<file path="config.mk">
export PLATFORM = sky130hd
export DESIGN_NAME = branch_resolve
export DESIGN_NICKNAME = d
export VERILOG_FILES = /design/src/rtl/rv32i_types.sv /design/src/rtl/sat_counter.sv /design/src/rtl/branch_resolve.sv
export SDC_FILE = /design/constraint.sdc
export NUM_CORES = 1
export LEC_CHECK = 0
export CAP_MARGIN = 5
export CORE_MARGIN = 2
export CORE_UTILIZATION = 32
export CTS_CLUSTER_SIZE = 12
export DETAILED_ROUTE_END_ITERATION = 6
export PLACE_DENSITY = 0.7
export SLEW_MARGIN = 5
export SYNTH_ARGS = -nofsm -noshare
export SYNTH_HDL_FRONTEND = slang
export SYNTH_HIERARCHICAL = 1
export SYNTH_SLANG_ARGS = --single-unit
</file>
<file path="constraint.sdc">
create_clock -name clk -period 2.4 [get_ports clk]
set_input_delay 0.48 -clock clk [delete_from_list [all_inputs] [get_ports clk]]
set_output_delay 0.48 -clock clk [all_outputs]
set_load 0.03 [all_outputs]
</file>
<file path="src/rtl/rv32i_types.sv">
// Shared RV32I types for the branch resolution slice.
// Control-flow class, resolver FSM states, instruction size.
package rv32i_types;

  typedef enum logic [1:0] {
    CF_NONE = 2'd0,
    CF_BR   = 2'd1,
    CF_JAL  = 2'd2,
    CF_JALR = 2'd3
  } cf_t;

  typedef enum logic {
    IDLE  = 1'b0,
    REDIR = 1'b1
  } br_state_t;

  localparam int INSTR_BYTES = 4;

endpackage

</file>
<file path="src/rtl/sat_counter.sv">
// Saturating up-counter, holds at all-ones instead of wrapping.
// Ports: clk, rst_n (async low), inc, count[WIDTH-1:0].
module sat_counter #(
  parameter int WIDTH = 32
) (
  input  logic             clk,
  input  logic             rst_n,
  input  logic             inc,
  output logic [WIDTH-1:0] count
);

  logic [WIDTH-1:0] count_q;
  logic [WIDTH-1:0] count_d;

  always_comb begin
    count_d = count_q;
    if (inc && (count_q != '1))
      count_d = count_q + WIDTH'(1);
  end

  always_ff @(posedge clk or negedge rst_n) begin
    if (!rst_n) count_q <= '0;
    else        count_q <= count_d;
  end

  assign count = count_q;

endmodule

</file>
<file path="src/rtl/branch_resolve.sv">
// EX-stage branch resolution: classifies each resolved control-flow
// instruction, holds a PC redirect to fetch (valid/ready) and flushes
// the wrong path, pulses predictor update and misalign flags.
// Inputs: ex_* instruction info, br_en, br_target, jalr_target,
// redir_ready. Outputs: redir_valid/redir_pc, flush, upd_*,
// misalign, perf_br_cnt, perf_mispred_cnt.
// Macro BR_PERF_CNT_EN enables the saturating performance counters;
// without it both counter ports read 0.
module branch_resolve
  import rv32i_types::*;
#(
  parameter int XLEN  = 32,
  parameter int CNT_W = 32
) (
  input  logic             clk,
  input  logic             rst_n,
  input  logic             ex_valid,
  input  cf_t              ex_cf,
  input  logic [XLEN-1:0]  ex_pc,
  input  logic             ex_pred_taken,
  input  logic [XLEN-1:0]  ex_pred_target,
  input  logic             br_en,
  input  logic [XLEN-1:0]  br_target,
  input  logic [XLEN-1:0]  jalr_target,
  output logic             redir_valid,
  output logic [XLEN-1:0]  redir_pc,
  input  logic             redir_ready,
  output logic             flush,
  output logic             upd_valid,
  output logic [XLEN-1:0]  upd_pc,
  output logic             upd_taken,
  output logic             misalign,
  output logic [CNT_W-1:0] perf_br_cnt,
  output logic [CNT_W-1:0] perf_mispred_cnt
);

  br_state_t       state_q, state_d;
  logic [XLEN-1:0] redir_pc_q, redir_pc_d;
  logic            upd_valid_q;
  logic [XLEN-1:0] upd_pc_q;
  logic            upd_taken_q;
  logic            misalign_q;

  logic            resolve;
  logic            act_taken;
  logic [XLEN-1:0] act_target;
  logic [XLEN-1:0] next_pc;
  logic            mispred;
  logic            misaligned;
  logic            go_redir;

  always_comb begin
    act_taken  = 1'b0;
    act_target = br_target;
    unique case (ex_cf)
      CF_BR:   act_taken = br_en;
      CF_JAL:  act_taken = 1'b1;
      CF_JALR: begin
        act_taken  = 1'b1;
        act_target = jalr_target & ~XLEN'(1);
      end
      default: act_taken = 1'b0;
    endcase
  end

  assign resolve = (state_q == IDLE) && ex_valid
                 && (ex_cf != CF_NONE);

  assign next_pc = act_taken ? act_target
                 : ex_pc + XLEN'(INSTR_BYTES);

  assign mispred = (act_taken != ex_pred_taken)
                || (act_taken && (act_target != ex_pred_target));

  assign misaligned = act_taken && (act_target[1:0] != 2'b00);

  // Misaligned targets go to the trap unit; no redirect from here.
  assign go_redir = resolve && mispred && !misaligned;

  always_comb begin
    state_d    = state_q;
    redir_pc_d = redir_pc_q;
    unique case (state_q)
      IDLE: begin
        if (go_redir) begin
          state_d    = REDIR;
          redir_pc_d = next_pc;
        end
      end
      REDIR: begin
        if (redir_ready) state_d = IDLE;
      end
      default: state_d = IDLE;
    endcase
  end

  always_ff @(posedge clk or negedge rst_n) begin
    if (!rst_n) begin
      state_q     <= IDLE;
      redir_pc_q  <= '0;
      upd_valid_q <= 1'b0;
      upd_pc_q    <= '0;
      upd_taken_q <= 1'b0;
      misalign_q  <= 1'b0;
    end else begin
      state_q     <= state_d;
      redir_pc_q  <= redir_pc_d;
      upd_valid_q <= resolve;
      misalign_q  <= resolve && misaligned;
      if (resolve) begin
        upd_pc_q    <= ex_pc;
        upd_taken_q <= act_taken;
      end
    end
  end

  assign redir_valid = (state_q == REDIR);
  assign flush       = (state_q == REDIR);
  assign redir_pc    = redir_pc_q;
  assign upd_valid   = upd_valid_q;
  assign upd_pc      = upd_pc_q;
  assign upd_taken   = upd_taken_q;
  assign misalign    = misalign_q;

`ifdef BR_PERF_CNT_EN
  sat_counter #(.WIDTH(CNT_W)) u_br_cnt (
    .clk   (clk),
    .rst_n (rst_n),
    .inc   (resolve),
    .count (perf_br_cnt)
  );

  sat_counter #(.WIDTH(CNT_W)) u_mis_cnt (
    .clk   (clk),
    .rst_n (rst_n),
    .inc   (go_redir),
    .count (perf_mispred_cnt)
  );
`else
  assign perf_br_cnt      = '0;
  assign perf_mispred_cnt = '0;
`endif

endmodule

</file>
**Yosys cells after proc, flatten, opt, wreduce, memory -nomap -nowiden**

Index checks and enable logic that the tools add are counted.

- ROM bits: 0
- Bits in latches: 0
- RAM bits: 0
- Input bits: 136
- Memories: 0
- Word-level logic and storage cells: 32
- Register bits: 68

- Add/sub/neg operators: 1
- Magnitude comparators: 0
- Bitwise gates (word level): 1
- Mux-type cells: 6
- Eq/ne operators: 5
- Divide/modulo/power cells: 0
- Reduce and logical (&&, ||, !) cells: 13
- Multipliers: 0
- Shift operators: 0

Operator list:

| operator | number |
|---|---|
| $mux 32 | 2 |
| $add 32x3->32 const B | 1 |
| $ne 32x32->1 | 1 |
| $logic_and 1x1->1 | 7 |
| $eq 2x2->1 const B | 2 |
| $pmux 1 s2 | 2 |
| $reduce_bool 2->1 | 2 |
| $eq 2x1->1 const B | 1 |
| $mux 1 | 2 |
| $reduce_and 2->1 | 1 |
| $reduce_or 2->1 | 1 |
| $logic_not 1->1 | 1 |
| $logic_or 1x1->1 | 1 |
| $ne 1x1->1 | 1 |
| $not 1->1 | 1 |

**Logic depth before layout (Yosys ltp)**

Gate-level depths: netlist of run 1.

- Depth after elaboration: 9
- Depth in mapped cells: 10
- Gate-level depth less buffers: 8

**Worst setup path before layout of run 1**

No wires, ideal clock.

- Path kind: input-to-reg
- From: input ex_pc[2]
- To: register redir_pc_q[26] (netlist: redir_pc[26])
- Data required time: 2.275 ns
- Stages: 8
- Data arrival time: 2.316 ns
- Library setup time: 0.125 ns
- Setup slack: -0.041 ns
- Cell sequence: ha_1 -> nand4_1 -> nor4_1 -> nand3_1 -> nor2_1 -> xnor2_1 -> a21oi_1 -> mux2_4

- Longest elaborated chain between the ends: 2

Ends and longest elaborated chain:

| item | line | text |
|---|---|---|
| start, declared | branch_resolve.sv:19 | `input logic [XLEN-1:0] ex_pc,` |
| $add 32x3->32 | branch_resolve.sv:70 | `: ex_pc + XLEN'(INSTR_BYTES);` |
| $mux 32 | branch_resolve.sv:69 | `assign next_pc = act_taken ? act_target` |
| end signal, assigned | branch_resolve.sv:107 | `redir_pc_q <= redir_pc_d;` |
| end, declared | branch_resolve.sv:38 | `logic [XLEN-1:0] redir_pc_q, redir_pc_d;` |

Every way passes these cells.
A chain may end at the register's enable or synchronous reset.

**Final worst setup path of run 1**

- From: input ex_cf[0]
- To: register redir_pc_q[21] (netlist: redir_pc[21])

- Longest elaborated chain between the ends: 8
- Elaborated cells between the ends (all ways): 19

Ends and longest elaborated chain:

| item | line | text |
|---|---|---|
| start, declared | branch_resolve.sv:18 | `input cf_t ex_cf,` |
| $eq 2x2->1 | branch_resolve.sv:55 | `unique case (ex_cf)` |
| $mux 32 / $reduce_or 2->1 (equally long branches) | n/a |  |
| $ne 32x32->1 / $pmux 1 s2 (equally long branches) | branch_resolve.sv:73, branch_resolve.sv:55 |  |
| $logic_and 1x1->1 / $ne 1x1->1 (equally long branches) | branch_resolve.sv:73, branch_resolve.sv:72 |  |
| $logic_or 1x1->1 | branch_resolve.sv:73 | `\|\| (act_taken && (act_target != ex_pred_target));` |
| $logic_and 1x1->1 (2 in series) | branch_resolve.sv:78 | `assign go_redir = resolve && mispred && !misaligned;` |
| $reduce_and 2->1 (no line) | n/a |  |

Several ways; a longest one is shown, not always the timed one.

==> results of run 1 <==
[per-stage QoR]
step | instance area, um2 | TNS (ns) | setup WS, ns | hold WS, ns | instances
5_1_grt | 8740 | -2.16 | -0.111 | 0.167 | 1159
3_5_place_dp | 8090 | -24.24 | -0.757 | 0.462 | 1131
4_1_cts | 8670 | -0.0205 | -0.00405 | 0.143 | 1154
3_3_place_gp | 8090 | -24.21 | -0.755 | 0.457 | 1131
6_report | 8740 | -0.719 | -0.0532 | 0.128 | 1160
2_1_floorplan | 5360 | 0 | 0.0361 | 0.184 | 673
[power groups by stage]
stage                     combinational (W)  clock [W]  sequential [W]
after floorplan                    0.000878          0         0.00226
after global routing                0.00293    0.00140         0.00170
after global placement              0.00269          0         0.00167
after CTS                           0.00278    0.00135         0.00166
after detailed placement            0.00272          0         0.00167
final                               0.00278    0.00134         0.00166
[registers in the layout, indices dropped and copies added, names as in the netlist]
register	flops
upd_taken	1
redir_pc	32
flush	1
upd_valid	1
misalign	1
upd_pc	32
[how the worst min path moves through the flow]
stage / from / to / slack [ns] / cells after the start
global placement: upd_pc[2] / upd_pc[2] / 0.46 / 2
detailed placement: upd_pc[3] / upd_pc[3] / 0.46 / 2
CTS: rst_n / upd_pc[6] / 0.14 / 1
global route: rst_n / upd_pc[4] / 0.17 / 1
finish: rst_n / upd_pc[6] / 0.13 / 1
floorplan: rst_n / flush / 0.18 / 0
[final cells by class]
class                           count  area share
Antenna cell                        1    0.000286
Tap cell                          216      0.0309
Inverter                           25      0.0107
Multi-Input combinational cell    491       0.365
Clock buffer                       12      0.0293
Timing Repair Buffer              345       0.364
Sequential cell                    68       0.195
Clock inverter                      2     0.00401
[kinds of logic (layout without fill, tap and decap cells)]
group	after synthesis	in the layout	synth area share
and+or+nand+nor	254	254	0.218
buffers and inverters	114	384	0.140
AOI/OAI and AO/OA	75	75	0.0996
DFF	68	68	0.333
xor gates and xnor gates	51	51	0.0874
muxes	46	46	0.119
adders and majority gates	1	1	0.00245
other	1	65	0.000733
[cell usage after synthesis, types with 2 or more instances]
| library cell | n |
|---|---|
| nand2_1 | 152 |
| dfrtp_1 | 68 |
| buf_4 | 65 |
| nor2_1 | 35 |
| mux2_4 | 29 |
| xor2_1 | 26 |
| inv_1 | 25 |
| xnor2_1 | 25 |
| a21oi_1 | 14 |
| mux2i_1 | 14 |
| a31oi_1 | 13 |
| clkbuf_1 | 13 |
| o21ai_0 | 12 |
| and3_1 | 11 |
| nand3_1 | 11 |
| nand4_1 | 10 |
| a221oi_1 | 7 |
| and2_1 | 7 |
| nor3_1 | 6 |
| nor4_1 | 6 |
| o22ai_1 | 6 |
| buf_6 | 5 |
| o2111ai_1 | 5 |
| buf_2 | 4 |
| nor2b_1 | 4 |
| mux2_2 | 3 |
| nand2b_1 | 3 |
| a2111oi_0 | 2 |
| a21boi_0 | 2 |
| a221o_1 | 2 |
| and4_1 | 2 |
| buf_1 | 2 |
| o211ai_1 | 2 |
| or2_2 | 2 |
| or4_1 | 2 |
[what timing repair did]
item,4_1_cts,5_1_grt
setup buffers,7,5
endpoints found under the setup margin,33,32
cloned,2,1
hold buffers,0,0
gates resized for setup,120,32
pin swaps,25,20
[per-layer routing]
layer  wire length (um)  vias up  GRT usage  share of wire
li1                   -     2591          -              -
met1               8850     2536      0.315           0.43
met2               9730      232      0.390           0.47
met3               1370       36     0.0432          0.066
met4                605        0     0.0901          0.029
met5                  0        -          0              0
==> metrics.txt, run 1 <==
Slew Limit Fails=0; setup violators final=23; register area=1700 um2; Area contributors post-synth=dfrtp_1 (33%), nand2_1 (11%), buf_4 (9.5%), mux2_4 (8.5%), xor2_1 (4.5%); clk_lat worst skew=0.33 ns; H-Tree Depth=3; Final min period=2.45 ns; total number of vias=5395; Crit path depth=13; synthesized area per cell=8.38 um2; RSZ-0062 raised after global routing=true; P_int=0.00360 W; I/O pin cnt=269; PortBufs=203; pin count of the biggest net entering global routing=47; gate count of the mapped netlist=610; NetSw=0.00218 W; CTS tree=yes; max incr delay on CP=0.29 ns; core box area=15800 um2; Max clock buf depth=2; count of cell types in the netlist=50; Cell Rows=46; Slew headroom=0.633; commonest cells after routing, fill and taps aside=nand2_1 (151), clkdlybuf4s50_1 (138), buf_4 (129); crit-path cells=buf_8, nand2_4, buf_6, buf_4, mux2i_2, xor2_1, nand4_1, nor4_2, buf_4, a31oi_4, buf_12, clkbuf_16, mux2_4; cell taking the most area after synthesis=dfrtp_1; worst reg2reg startpoint=flush; Buf/Inv on CP=6; RR Endpoint=redir_pc[21]; Post-Route WL=20600 um; Starting Density=0.324; number of global-route vias before repair=5434; Worst Path Required=2.62 ns; HP Class=input pin to asynchronous set/reset pin; worst setup path class=input pin to flop; Die Y=130 um; final cell utilization of the core=0.554; Worst Reg-to-Reg Cells=8; initial antenna violation count=1; Yosys reg bits=68; area of the multi-input gates=3190 um2; Congestion Overflow GR=0; Comb pwr share=0.482; sequential share of power=0.287; outcome=finished, violations left; # DRC=0; area delta synth->final=70.9%; crit path max-delay cell type=mux2_4; overall power=0.00578 W; pwr dens=661 nW/um2; Post-Syn Area=5110 um2; worst slew pin tran=0.551 ns; fin nets=1077; First-pass DRT Iterations=5; Yosys warnings=6; Hold Fails Final Rpt=0; die width=130 um; Clock Power Share=0.232; CP Launch Type=input pin; vias per cell=4.65; clock tree root buffer cell=clkbuf_16; post-DR wirelength/cell=17.7 um; maximum vdd ir drop=0.340 mV; Clk pin slew, worst setup/hold paths=0.06 ns; Post-synth ARST share=1.00; Pleak=4.18 nW; fmax=408 MHz; Sink Count=68; initial DRC count=258; post-synthesis sequential area ratio=0.333; max cap viols=0; CP Max Fanout=6; Net Sw Frac=0.378; commonest non-fill, non-tap cell in the layout=nand2_1; detailed placement HPWL=16600 um; GP Congestion=0.969; Tot GR Track Use=0.238; fin worst setup slack=-0.0532 ns; Worst Setup SP=ex_cf[0]; ys flop type=dfrtp_1; CP delay by family, top=buffers and inverters; DRT antenna net count=0; layout cells sized above 1=0.264; Worst Path Arrival=2.67 ns; CTS buffer count=9; Fin Clk Skew=0.00500 ns; Final period util=1.02; filler cell count=1510; CP Capture Point=redir_pc[21]; R2R setup slack=0.48 ns; failing checks=negative setup slack; EDFF count, synth=0; first-pass GRT wire length=30200 um; CP Capture Type=flop; top cell type's share of synthesized area=0.333; most frequent CP cell=buf_4; die area=17000 um2
(Power assumes the default switching activity.)
==> run 2, diff against run 1 <==
--- a/config.mk
+++ b/config.mk
@@ -6,11 +6,10 @@
 export NUM_CORES = 1
 export LEC_CHECK = 0
 export CAP_MARGIN = 5
-export CORE_MARGIN = 2
 export CORE_UTILIZATION = 32
 export CTS_CLUSTER_SIZE = 12
 export DETAILED_ROUTE_END_ITERATION = 6
-export PLACE_DENSITY = 0.7
+export PLACE_DENSITY_LB_ADDON = 0.15
 export SLEW_MARGIN = 5
 export SYNTH_ARGS = -nofsm -noshare
 export SYNTH_HDL_FRONTEND = slang
==> run 2 against run 1 <==
Net effect:
- the run now ends clean
- routed wire length increased by 2.4%
- combinational power about the same
- fmax increased by 2.3%
- clock power about the same
- worst setup slack improved by 0.055 ns
- die area decreased by 3.0%
- sequential share of layout area decreased by 0.27 points
- final cell count increased by 0.60%
- critical path type unchanged
- largest cell class is now non-clock buffers
- largest power group unchanged
==> metrics.txt, run 2 (synthesis results as in run 1) <==
total number of vias=5517 (+2.3%); RR Endpoint=redir_pc[0]; Pleak=4.22 nW (+0.87%); commonest non-fill, non-tap cell in the layout=nand2_1; crit-path cells=clkdlybuf4s50_1, nor4_2, nor3_1, a221o_1, a21oi_2, a31oi_4, buf_12, clkbuf_16, mux2_4; DRT antenna net count=0 (unchanged); Sink Count=68 (unchanged); layout cells sized above 1=0.271 (+0.00687); Max clock buf depth=2 (unchanged); outcome=finished, final reports clean; RSZ-0062 raised after global routing=true; Fin Clk Skew=0.00754 ns (+0.00254 ns); filler cell count=1455 (-3.6%); M2 GR Usage=0.429 (+0.0387); Die Y=128 um (-1.5%); Post-Route WL=21000 um (+2.4%); vias per cell=4.73 (+1.6%); HP Class=input pin to asynchronous set/reset pin; Tot GR Track Use=0.255 (+0.0171); Worst Path Arrival=2.63 ns (-0.04 ns); H-Tree Depth=3 (unchanged); area post-placement=8140 um2 (+0.54%); initial DRC count=268 (+3.9%); Finished Layout Cells=1167 (+0.60%); Final min period=2.40 ns (-0.0553 ns); pwr dens=652 nW/um2 (-1.5%); die width=128 um (-1.5%); overall power=0.00578 W (about the same); Cell Rows=45 (-2.2%); number of global-route vias before repair=5573 (+2.6%); initial antenna violation count=0 (-1); max incr delay on CP=0.52 ns (+0.23 ns); CP Max Fanout=7 (+1); Slew Limit Fails=0 (unchanged); placed instance count=1136 (+0.44%); Final period util=0.999 (-0.0231); Clk pin slew, worst setup/hold paths=0.06 ns (about the same); # DRC=0 (unchanged); fmax=417 MHz (+2.3%); GP Congestion=0.941 (-3.0%); detailed placement HPWL=16600 um (-0.52%); PortBufs=203 (unchanged); post-DR wirelength/cell=18.0 um (+1.8%); worst setup path class=input pin to flop; Congestion Overflow GR=0 (unchanged); clk_lat worst skew=0.35 ns (+0.02 ns); CP Launch Type=input pin; Hold Fails Final Rpt=0 (unchanged); fin worst setup slack=0.00210 ns (+0.0553 ns); met1 GRT Util=0.329 (+0.0139); die area=16500 um2 (-3.0%); pin count of the biggest net entering global routing=69 (+47%); core box area=15400 um2 (-2.5%); Setup WS pre-CTS=-0.812 ns (-0.0549 ns); maximum vdd ir drop=0.390 mV (+15%); clock tree root buffer cell=clkbuf_16; area delta synth->final=73.3%; CTS tree=yes; R2R setup slack=0.58 ns (+0.10 ns); CP Capture Type=flop; max cap viols=0 (unchanged); worst reg2reg startpoint=flush; fin nets=1089 (+1.1%); final hold slack=0.154 ns (+0.0256 ns); Worst Path Required=2.63 ns (about the same); CTS buffer count=9 (unchanged); antenna cells=0 (-1); I/O pin cnt=269 (unchanged); crit path max-delay cell type=clkdlybuf4s50_1; met3 usage=0.0395 (-0.00366); First-pass DRT Iterations=4 (-1); Starting Density=0.333 (+0.00842); commonest cells after routing, fill and taps aside=nand2_1 (151), buf_4 (141), clkdlybuf4s50_1 (137); global routing's busiest layer=met2; first-pass GRT wire length=31200 um (+3.4%); Worst Reg-to-Reg Cells=8 (unchanged); post-layout instance area=8860 um2 (+1.4%); setup violators final=0 (-100%)
run 2: cell types whose count changed in the layout (fill, tap and decap cells not counted), sizes merged:
cell           before  now
buf               144  156
dlygate4sd2        45   56
clkbuf             20   11
dlymetal6s2s        8    3
clkdlybuf4s15       2    4
clkinv              1    3
clkdlybuf4s50     138  137
clkinvlp            0    1
diode               1    0
run 2: cell type report:
cell class,instances,area (um2),area share
clock inverter,5,52.6,0.00593
tap,211,264,0.0298
multi-input combinational,491,3240,0.365
clock buffer,10,239,0.0270
inverter,25,93.8,0.0106
sequential,68,1700,0.192
timing repair buffer,357,3280,0.370
run 2: how the worst max path moves through the flow:
stage | from | endpoint | slack [ns] | cells past startpoint
after global routing | jalr_target[30] | redir_pc[6] | -0.08 | 9
after floorplan | ex_cf[0] | redir_pc[10] | 0.04 | 9
after detailed placement | ex_cf[0] | redir_pc[12] | -0.81 | 11
final | jalr_target[30] | redir_pc[6] | 0.002 | 9
after CTS | ex_cf[1] | redir_pc[8] | 0.01 | 13
after global placement | ex_cf[0] | redir_pc[14] | -0.71 | 9
run 2: per-stage QoR:
step | setup TNS (ns) | util
after floorplan | 0 | -
after global placement | -22.68 | 0.529
after detailed placement | -26.07 | 0.529
after CTS | 0 | 0.570
after global routing | -1.99 | 0.577
final | 0 | 0.577
run 2: metal layers:
layer,wire (um),up-vias,part of all wire
met5,0,-,0
met4,573,0,0.027
met3,1130,33,0.054
met2,10200,232,0.49
met1,9120,2650,0.43
li1,-,2602,-
run 2: repair_timing:
item,4_1_cts,5_1_grt
hold buffers,0,0
resized for setup,135,17
cloned,2,1
endpoints found under the setup margin,33,33
setup buffers,12,4
pin swaps,19,12
run 2: power breakdown:
| part | internal, W | leakage, nW | switching (W) |
|---|---|---|---|
| clock | 0.000820 | 0.144 | 0.000495 |
| combinational | 0.00130 | 3.26 | 0.00150 |
| sequential | 0.00146 | 0.821 | 0.000197 |
| total | 0.00358 | 4.22 | 0.00219 |
run 2: worst max-delay path, delay by kind of cell:
family	cells	cell delay [ns]
buffers and inverters	3	0.85
AO/OA/AOI/OAI	3	0.58
AND/OR/NAND/NOR	2	0.41
multiplexers	1	0.30
